===== config.mk =====
export PLATFORM = sky130hd
export DESIGN_NAME = regfile_wb_arbiter_flat
export DESIGN_NICKNAME = d
export VERILOG_FILES = /design/src/rtl/regfile_wb_arbiter_if.sv /design/src/rtl/regfile_wb_arbiter.sv /design/src/flat_wrapper.sv
export SDC_FILE = /design/constraint.sdc
export NUM_CORES = 1
export LEC_CHECK = 0
export BUFFER_PORTS_ARGS = -buffer_cell sky130_fd_sc_hd__buf_2
export CAP_MARGIN = 20
export CELL_PAD_IN_SITES_DETAIL_PLACEMENT = 0
export CELL_PAD_IN_SITES_GLOBAL_PLACEMENT = 1
export CORE_ASPECT_RATIO = 1.25
export CORE_UTILIZATION = 30
export DETAILED_ROUTE_END_ITERATION = 16
export PLACE_DENSITY = 0.77
export SLEW_MARGIN = 20
export SYNTH_ARGS = -nofsm -noshare
export SYNTH_HDL_FRONTEND = slang
export SYNTH_SLANG_ARGS = --single-unit

===== constraint.sdc =====
create_clock -name clk_in -period 2.3 [get_ports clk_in]
set_clock_uncertainty 0.15 [all_clocks]
set_input_delay 0.46 -clock clk_in [delete_from_list [all_inputs] [get_ports clk_in]]
set_output_delay 0.46 -clock clk_in [all_outputs]
set_load 0.05 [all_outputs]

===== src/rtl/regfile_wb_arbiter_if.sv =====
// Writeback request/grant bundle between the two writeback sources
// (ALU result path, load return path) and the register-file write port.
//
// Handshake: a source raises *_valid_in with stable rd/data and holds them
// until the matching *_ready_out is 1; the transfer happens on the rising
// clock edge where valid and ready are both 1. Ready is combinational from
// the valid inputs, the arbiter state and flush_in, and at most one ready is
// high per cycle.
interface regfile_wb_arbiter_if #(
    parameter int REG_DATA_WIDTH_POW = 6
);
    localparam int REG_DATA_WIDTH = 1 << REG_DATA_WIDTH_POW;

    logic                      flush_in;
    logic                      alu_valid_in;
    logic [4:0]                alu_rd_in;
    logic [REG_DATA_WIDTH-1:0] alu_data_in;
    logic                      alu_ready_out;
    logic                      mem_valid_in;
    logic [4:0]                mem_rd_in;
    logic [REG_DATA_WIDTH-1:0] mem_data_in;
    logic                      mem_ready_out;
    logic                      write_en_out;
    logic [4:0]                rd_out;
    logic [REG_DATA_WIDTH-1:0] write_data_out;
    logic                      grant_src_out;
    logic [3:0]                starve_cnt_out;
    logic                      state_out;      // 0 = PRIO_MEM, 1 = PRIO_ALU

    // Writeback sources / environment side.
    modport master (
        output flush_in,
        output alu_valid_in, alu_rd_in, alu_data_in,
        input  alu_ready_out,
        output mem_valid_in, mem_rd_in, mem_data_in,
        input  mem_ready_out,
        input  write_en_out, rd_out, write_data_out, grant_src_out,
        input  starve_cnt_out, state_out
    );

    // Arbiter side.
    modport slave (
        input  flush_in,
        input  alu_valid_in, alu_rd_in, alu_data_in,
        output alu_ready_out,
        input  mem_valid_in, mem_rd_in, mem_data_in,
        output mem_ready_out,
        output write_en_out, rd_out, write_data_out, grant_src_out,
        output starve_cnt_out, state_out
    );
endinterface


===== src/rtl/regfile_wb_arbiter.sv =====
// Register-file writeback arbiter: shares the single write port between the
// ALU and load paths. Loads win by default; an ALU request that has waited
// STARVE_LIMIT consecutive cycles gets priority for one grant. The write
// request to the register file is registered (latency 1) and writes to x0 are
// swallowed here so the register file never sees them.
module regfile_wb_arbiter #(
    parameter int REG_DATA_WIDTH_POW = 6,
    parameter int STARVE_LIMIT       = 4
) (
    input  logic                   clk_in,
    input  logic                   reset_n,
    regfile_wb_arbiter_if.slave    wb
);
    localparam int REG_DATA_WIDTH = 1 << REG_DATA_WIDTH_POW;
    localparam logic [3:0] STARVE_LIMIT_C = 4'(STARVE_LIMIT);

    typedef enum logic {
        PRIO_MEM = 1'b0,
        PRIO_ALU = 1'b1
    } state_t;

    state_t                    state_q, state_d;
    logic [3:0]                starve_q, starve_d;
    logic                      wen_q, wen_d;
    logic [4:0]                rd_q, rd_d;
    logic [REG_DATA_WIDTH-1:0] data_q, data_d;
    logic                      src_q, src_d;

    logic                      alu_grant;
    logic                      mem_grant;

    // Grant selection: priority follows the FSM state; flush and reset block everything.
    always_comb begin
        alu_grant = 1'b0;
        mem_grant = 1'b0;
        if (reset_n && !wb.flush_in) begin
            if (state_q == PRIO_MEM) begin
                mem_grant = wb.mem_valid_in;
                alu_grant = wb.alu_valid_in && !wb.mem_valid_in;
            end else begin
                alu_grant = wb.alu_valid_in;
                mem_grant = wb.mem_valid_in && !wb.alu_valid_in;
            end
        end
    end

    // Starvation count and priority state; both freeze while flush is asserted.
    always_comb begin
        starve_d = starve_q;
        state_d  = state_q;
        if (!wb.flush_in) begin
            if (!wb.alu_valid_in || alu_grant) begin
                starve_d = 4'd0;
            end else if (starve_q != 4'hF) begin
                starve_d = starve_q + 4'd1;
            end

            case (state_q)
                PRIO_MEM: begin
                    if (starve_d >= STARVE_LIMIT_C) begin
                        state_d = PRIO_ALU;
                    end
                end
                PRIO_ALU: begin
                    if (alu_grant || !wb.alu_valid_in) begin
                        state_d = PRIO_MEM;
                    end
                end
                default: state_d = PRIO_MEM;
            endcase
        end
    end

    // Output stage next values: a granted non-x0 request is written next cycle,
    // otherwise the write enable drops and the index/data/source hold.
    always_comb begin
        wen_d  = 1'b0;
        rd_d   = rd_q;
        data_d = data_q;
        src_d  = src_q;
        if (mem_grant && (wb.mem_rd_in != 5'd0)) begin
            wen_d  = 1'b1;
            rd_d   = wb.mem_rd_in;
            data_d = wb.mem_data_in;
            src_d  = 1'b1;
        end else if (alu_grant && (wb.alu_rd_in != 5'd0)) begin
            wen_d  = 1'b1;
            rd_d   = wb.alu_rd_in;
            data_d = wb.alu_data_in;
            src_d  = 1'b0;
        end
    end

    // State, counter and write-request registers; reset drops any pending write at once.
    always_ff @(posedge clk_in or negedge reset_n) begin
        if (!reset_n) begin
            state_q  <= PRIO_MEM;
            starve_q <= 4'd0;
            wen_q    <= 1'b0;
            rd_q     <= 5'd0;
            data_q   <= '0;
            src_q    <= 1'b0;
        end else begin
            state_q  <= state_d;
            starve_q <= starve_d;
            wen_q    <= wen_d;
            rd_q     <= rd_d;
            data_q   <= data_d;
            src_q    <= src_d;
        end
    end

    assign wb.alu_ready_out  = alu_grant;
    assign wb.mem_ready_out  = mem_grant;
    assign wb.write_en_out   = wen_q;
    assign wb.rd_out         = rd_q;
    assign wb.write_data_out = data_q;
    assign wb.grant_src_out  = src_q;
    assign wb.starve_cnt_out = starve_q;
    assign wb.state_out      = state_q;
endmodule


===== src/flat_wrapper.sv =====
// flat-port wrapper written by rule: the top's interface ports become plain ports
module regfile_wb_arbiter_flat 
#(
    parameter int REG_DATA_WIDTH_POW = 6,
    parameter int STARVE_LIMIT       = 4
)
  (clk_in, reset_n, wb_flush_in, wb_alu_valid_in, wb_alu_rd_in, wb_alu_data_in, wb_alu_ready_out, wb_mem_valid_in, wb_mem_rd_in, wb_mem_data_in, wb_mem_ready_out, wb_write_en_out, wb_rd_out, wb_write_data_out, wb_grant_src_out, wb_starve_cnt_out, wb_state_out);
  regfile_wb_arbiter_if #(.REG_DATA_WIDTH_POW(REG_DATA_WIDTH_POW)) wb_i ();
  input  logic clk_in;
  input  logic reset_n;
  input wire logic [$bits(wb_i.flush_in)-1:0] wb_flush_in;
  input wire logic [$bits(wb_i.alu_valid_in)-1:0] wb_alu_valid_in;
  input wire logic [$bits(wb_i.alu_rd_in)-1:0] wb_alu_rd_in;
  input wire logic [$bits(wb_i.alu_data_in)-1:0] wb_alu_data_in;
  output wire logic [$bits(wb_i.alu_ready_out)-1:0] wb_alu_ready_out;
  input wire logic [$bits(wb_i.mem_valid_in)-1:0] wb_mem_valid_in;
  input wire logic [$bits(wb_i.mem_rd_in)-1:0] wb_mem_rd_in;
  input wire logic [$bits(wb_i.mem_data_in)-1:0] wb_mem_data_in;
  output wire logic [$bits(wb_i.mem_ready_out)-1:0] wb_mem_ready_out;
  output wire logic [$bits(wb_i.write_en_out)-1:0] wb_write_en_out;
  output wire logic [$bits(wb_i.rd_out)-1:0] wb_rd_out;
  output wire logic [$bits(wb_i.write_data_out)-1:0] wb_write_data_out;
  output wire logic [$bits(wb_i.grant_src_out)-1:0] wb_grant_src_out;
  output wire logic [$bits(wb_i.starve_cnt_out)-1:0] wb_starve_cnt_out;
  output wire logic [$bits(wb_i.state_out)-1:0] wb_state_out;
  assign wb_i.flush_in = wb_flush_in;
  assign wb_i.alu_valid_in = wb_alu_valid_in;
  assign wb_i.alu_rd_in = wb_alu_rd_in;
  assign wb_i.alu_data_in = wb_alu_data_in;
  assign wb_alu_ready_out = wb_i.alu_ready_out;
  assign wb_i.mem_valid_in = wb_mem_valid_in;
  assign wb_i.mem_rd_in = wb_mem_rd_in;
  assign wb_i.mem_data_in = wb_mem_data_in;
  assign wb_mem_ready_out = wb_i.mem_ready_out;
  assign wb_write_en_out = wb_i.write_en_out;
  assign wb_rd_out = wb_i.rd_out;
  assign wb_write_data_out = wb_i.write_data_out;
  assign wb_grant_src_out = wb_i.grant_src_out;
  assign wb_starve_cnt_out = wb_i.starve_cnt_out;
  assign wb_state_out = wb_i.state_out;
  regfile_wb_arbiter #(.REG_DATA_WIDTH_POW(REG_DATA_WIDTH_POW), .STARVE_LIMIT(STARVE_LIMIT)) u_core (.clk_in(clk_in), .reset_n(reset_n), .wb(wb_i));
endmodule

==> impl_metrics.py <==
metrics = {
    "run_status": {
        "status": "finished, final reports clean",
    },
    "floorplan": {
        "die_area_um2": 12900,
        "pin_count": 221,
        "fp.dieW_um": 102,
        "row_count": 45,
        "core_um2": 12200,
        "fp.dieH_um": 127,
        "start_util": 0.307,
    },
    "clock_network": {
        "clock_latency_ps": 330,
        "h-tree-depth": 3,
        "numCtsBuffers": 9,
        "numClockSinks": 76,
        "clockRootBuffer": "clkbuf_16",
        "cts_tree": "built",
        "cts.path.max_buffers": 2,
        "cts.clk_slew.worst_paths_ps": 60,
    },
    "synthesis": {
        "syn_inst": 436,
        "synthesis.nets": 580,
        "synth_flop_cell": "dfrtp_1",
        "netlist_area_um2": 3730,
        "synth_common_cells": "76 x dfrtp_1, 71 x nor2_1, 69 x a31oi_1, 69 x o21ai_0, 67 x nand3_1",
        "synth_warnings": 0,
        "synthDistinctLibCells": 28,
        "synth_top_area_share": 0.510,
        "synth.most_common_cell": "dfrtp_1",
        "synth-edff-count": 0,
        "syn_area_per_cell_um2": 8.56,
        "synth_area_leader_cell": "dfrtp_1",
        "seq_area_frac_synth": 0.510,
        "ys_ff_latch": 76,
        "synthTopCellsByArea": "dfrtp_1 51%, a31oi_1 12%, o21ai_0 9.3%",
        "synthArstFlopShare": 1.00,
    },
    "worst_setup_path": {
        "cp_top_family": "buffers and inverters",
        "regToRegEndpoint": "u_core.wb.write_data_out[53]",
        "r2r_start": "u_core.wb.state_out",
        "required_ps": 1690,
        "endpoint_kind": "output port",
        "critPathSlowestCell": "dfrtp_1",
        "r2r_setup_slack_ps": 490,
        "arrival_ps": 1460,
        "start_kind": "flop",
        "cp_slowest_stage_delay_ps": 370,
        "worstSetupPathType": "flop to output port",
        "path_buf_inv": 2,
        "path_max_fanout": 8,
        "r2r_cells": 6,
        "worstPathCellList": "nand2b_1 > nand3_2 > inv_2 > buf_2",
    },
    "timing": {
        "min_period_ps": 2070,
        "hold_viol": 0,
        "setup_viol": 0,
        "rsz0062_at_grt": "no",
        "worst_pin_slew_ps": 925,
        "fmax_mhz": 483,
        "holdWs_ps": 210,
        "slew_headroom": 0.383,
        "setup_tns_ps": 0,
        "period_share": 0.900,
        "finalMaxSlewViolations": 0,
    },
    "placement": {
        "placed_area_um2": 5050,
        "gp_congestion": 0.800,
        "dp_hpwl_um": 8800,
        "io_buffers": 220,
    },
    "run": {
        "drv_cap": 0,
    },
    "pwr": {
        "power.density_nw_per_um2": 957,
        "ir_drop_mv": 0.350,
        "leakagePower_nw": 2.53,
        "finalPower_w": 0.00508,
    },
    "cells_and_area": {
        "nNetsFinal": 788,
        "fill_cells": 1280,
        "post-route-cell-area_um2": 5310,
        "diodes": 0,
        "syn_to_final_growth_pct": 42.3,
        "final_layout_size_suffix_gt1_frac": 0.397,
    },
    "detailed_routing": {
        "totalWireLength_um": 12400,
        "num_vias": 4131,
        "ant_nets": 0,
        "first_iter_violations": 146,
        "wl_per_cell_um": 15.3,
        "drt-vias-per-instance": 5.09,
        "dr.pass1.iters": 5,
        "remaining_drc_errors": 0,
    },
    "worst_hold_path": {
        "hp-class": "input pin to asynchronous set/reset pin",
    },
    "global_route": {
        "grt_pass1_vias": 4128,
        "grt_overflow": 0,
        "grt_start_max_net_pins": 72,
        "grt_usage": 0.197,
        "antenna_found_initial": 0,
        "grt_pass1_wl_um": 20000,
    },
}
-- placed cells by master, fill, tap and decap left out, types with 5 or more instances in the layout --
cell type,instances
clkbuf_16,9
nand2_1,8
nor2_1,71
dfrtp_1,76
buf_2,219
nand3_1,66
a21oi_1,5
buf_4,17
o21ai_0,69
a31oi_1,69
-- worst max path at each step --
| stage | cells after the start | startpoint | slack, ps | end |
|---|---|---|---|---|
| 4_1_cts | 4 | u_core.wb.state_out | 200 | wb_alu_ready_out |
| 5_1_grt | 4 | u_core.wb.state_out | 110 | wb_alu_ready_out |
| 2_1_floorplan | 5 | u_core.wb.state_out | 190 | wb_alu_ready_out |
| 3_5_place_dp | 7 | wb_mem_rd_in[0] | 90 | u_core.wb.write_data_out[55] |
| 3_3_place_gp | 7 | wb_mem_rd_in[0] | 150 | u_core.wb.write_data_out[31] |
| 6_report | 4 | u_core.wb.state_out | 230 | wb_alu_ready_out |
-- state kept, by name, indices dropped and copies added, names as in the netlist --
signal                    flops
u_core.wb.grant_src_out       1
u_core.wb.rd_out              5
u_core.wb.starve_cnt_out      4
u_core.wb.state_out           1
u_core.wb.write_data_out     64
u_core.wb.write_en_out        1
-- cell type report --
| type | count | area, um2 | area share |
|---|---|---|---|
| sequential | 76 | 1900 | 0.358 |
| multi-input combinational | 311 | 1620 | 0.305 |
| timing repair buffer | 241 | 1310 | 0.247 |
| clock buffer | 12 | 236 | 0.0445 |
| tap | 164 | 205 | 0.0386 |
| inverter | 5 | 18.8 | 0.00353 |
| clock inverter | 3 | 15.0 | 0.00283 |
-- cells by family after synthesis --
logic type                 share of synthesized area
and+or+nand+nor                                0.191
DFF                                            0.510
adders and majority gates                    0.00335
muxes                                        0.00268
AOI/OAI and AO/OA                              0.232
buffers and inverters                         0.0613
-- where the power goes --
group	leakage [nW]	internal [W]	switching, W	total (W)
combinational	1.51	0.000512	0.00154	0.00205
sequential	0.892	0.00164	0.000156	0.00179
clock	0.126	0.000720	0.000521	0.00124
-- worst register-to-register path: stages (launching register included) --
cell	delay (ps)
dfrtp_1	370
nand2b_1	130
nand3_2	200
inv_2	150
buf_4	360
nand3_1	170
a31oi_1	190
-- what timing repair did --
action,in CTS,in global routing
endpoints found under the hold margin,5,0
buffers inserted,0,0
resized for setup,0,0
hold buffers,1,0
-- per-stage QoR --
stage	util	setup WS, ps	cells
after floorplan	-	189	436
after global placement	0.415	145	796
after detailed placement	0.415	90.3	796
after CTS	0.437	203	812
after global routing	0.437	107	812
final	0.437	230	812
-- metal layers --
metal / part of all wire / up-vias / wire (um) / GRT usage
met5: 0 / - / 0 / 0
met4: 0.020 / 0 / 243 / 0.0750
met3: 0.058 / 18 / 720 / 0.0325
met2: 0.50 / 165 / 6210 / 0.333
met1: 0.42 / 1950 / 5220 / 0.250
li1: - / 1998 / - / -
Note: power is estimated with default switching activity, not from simulation.
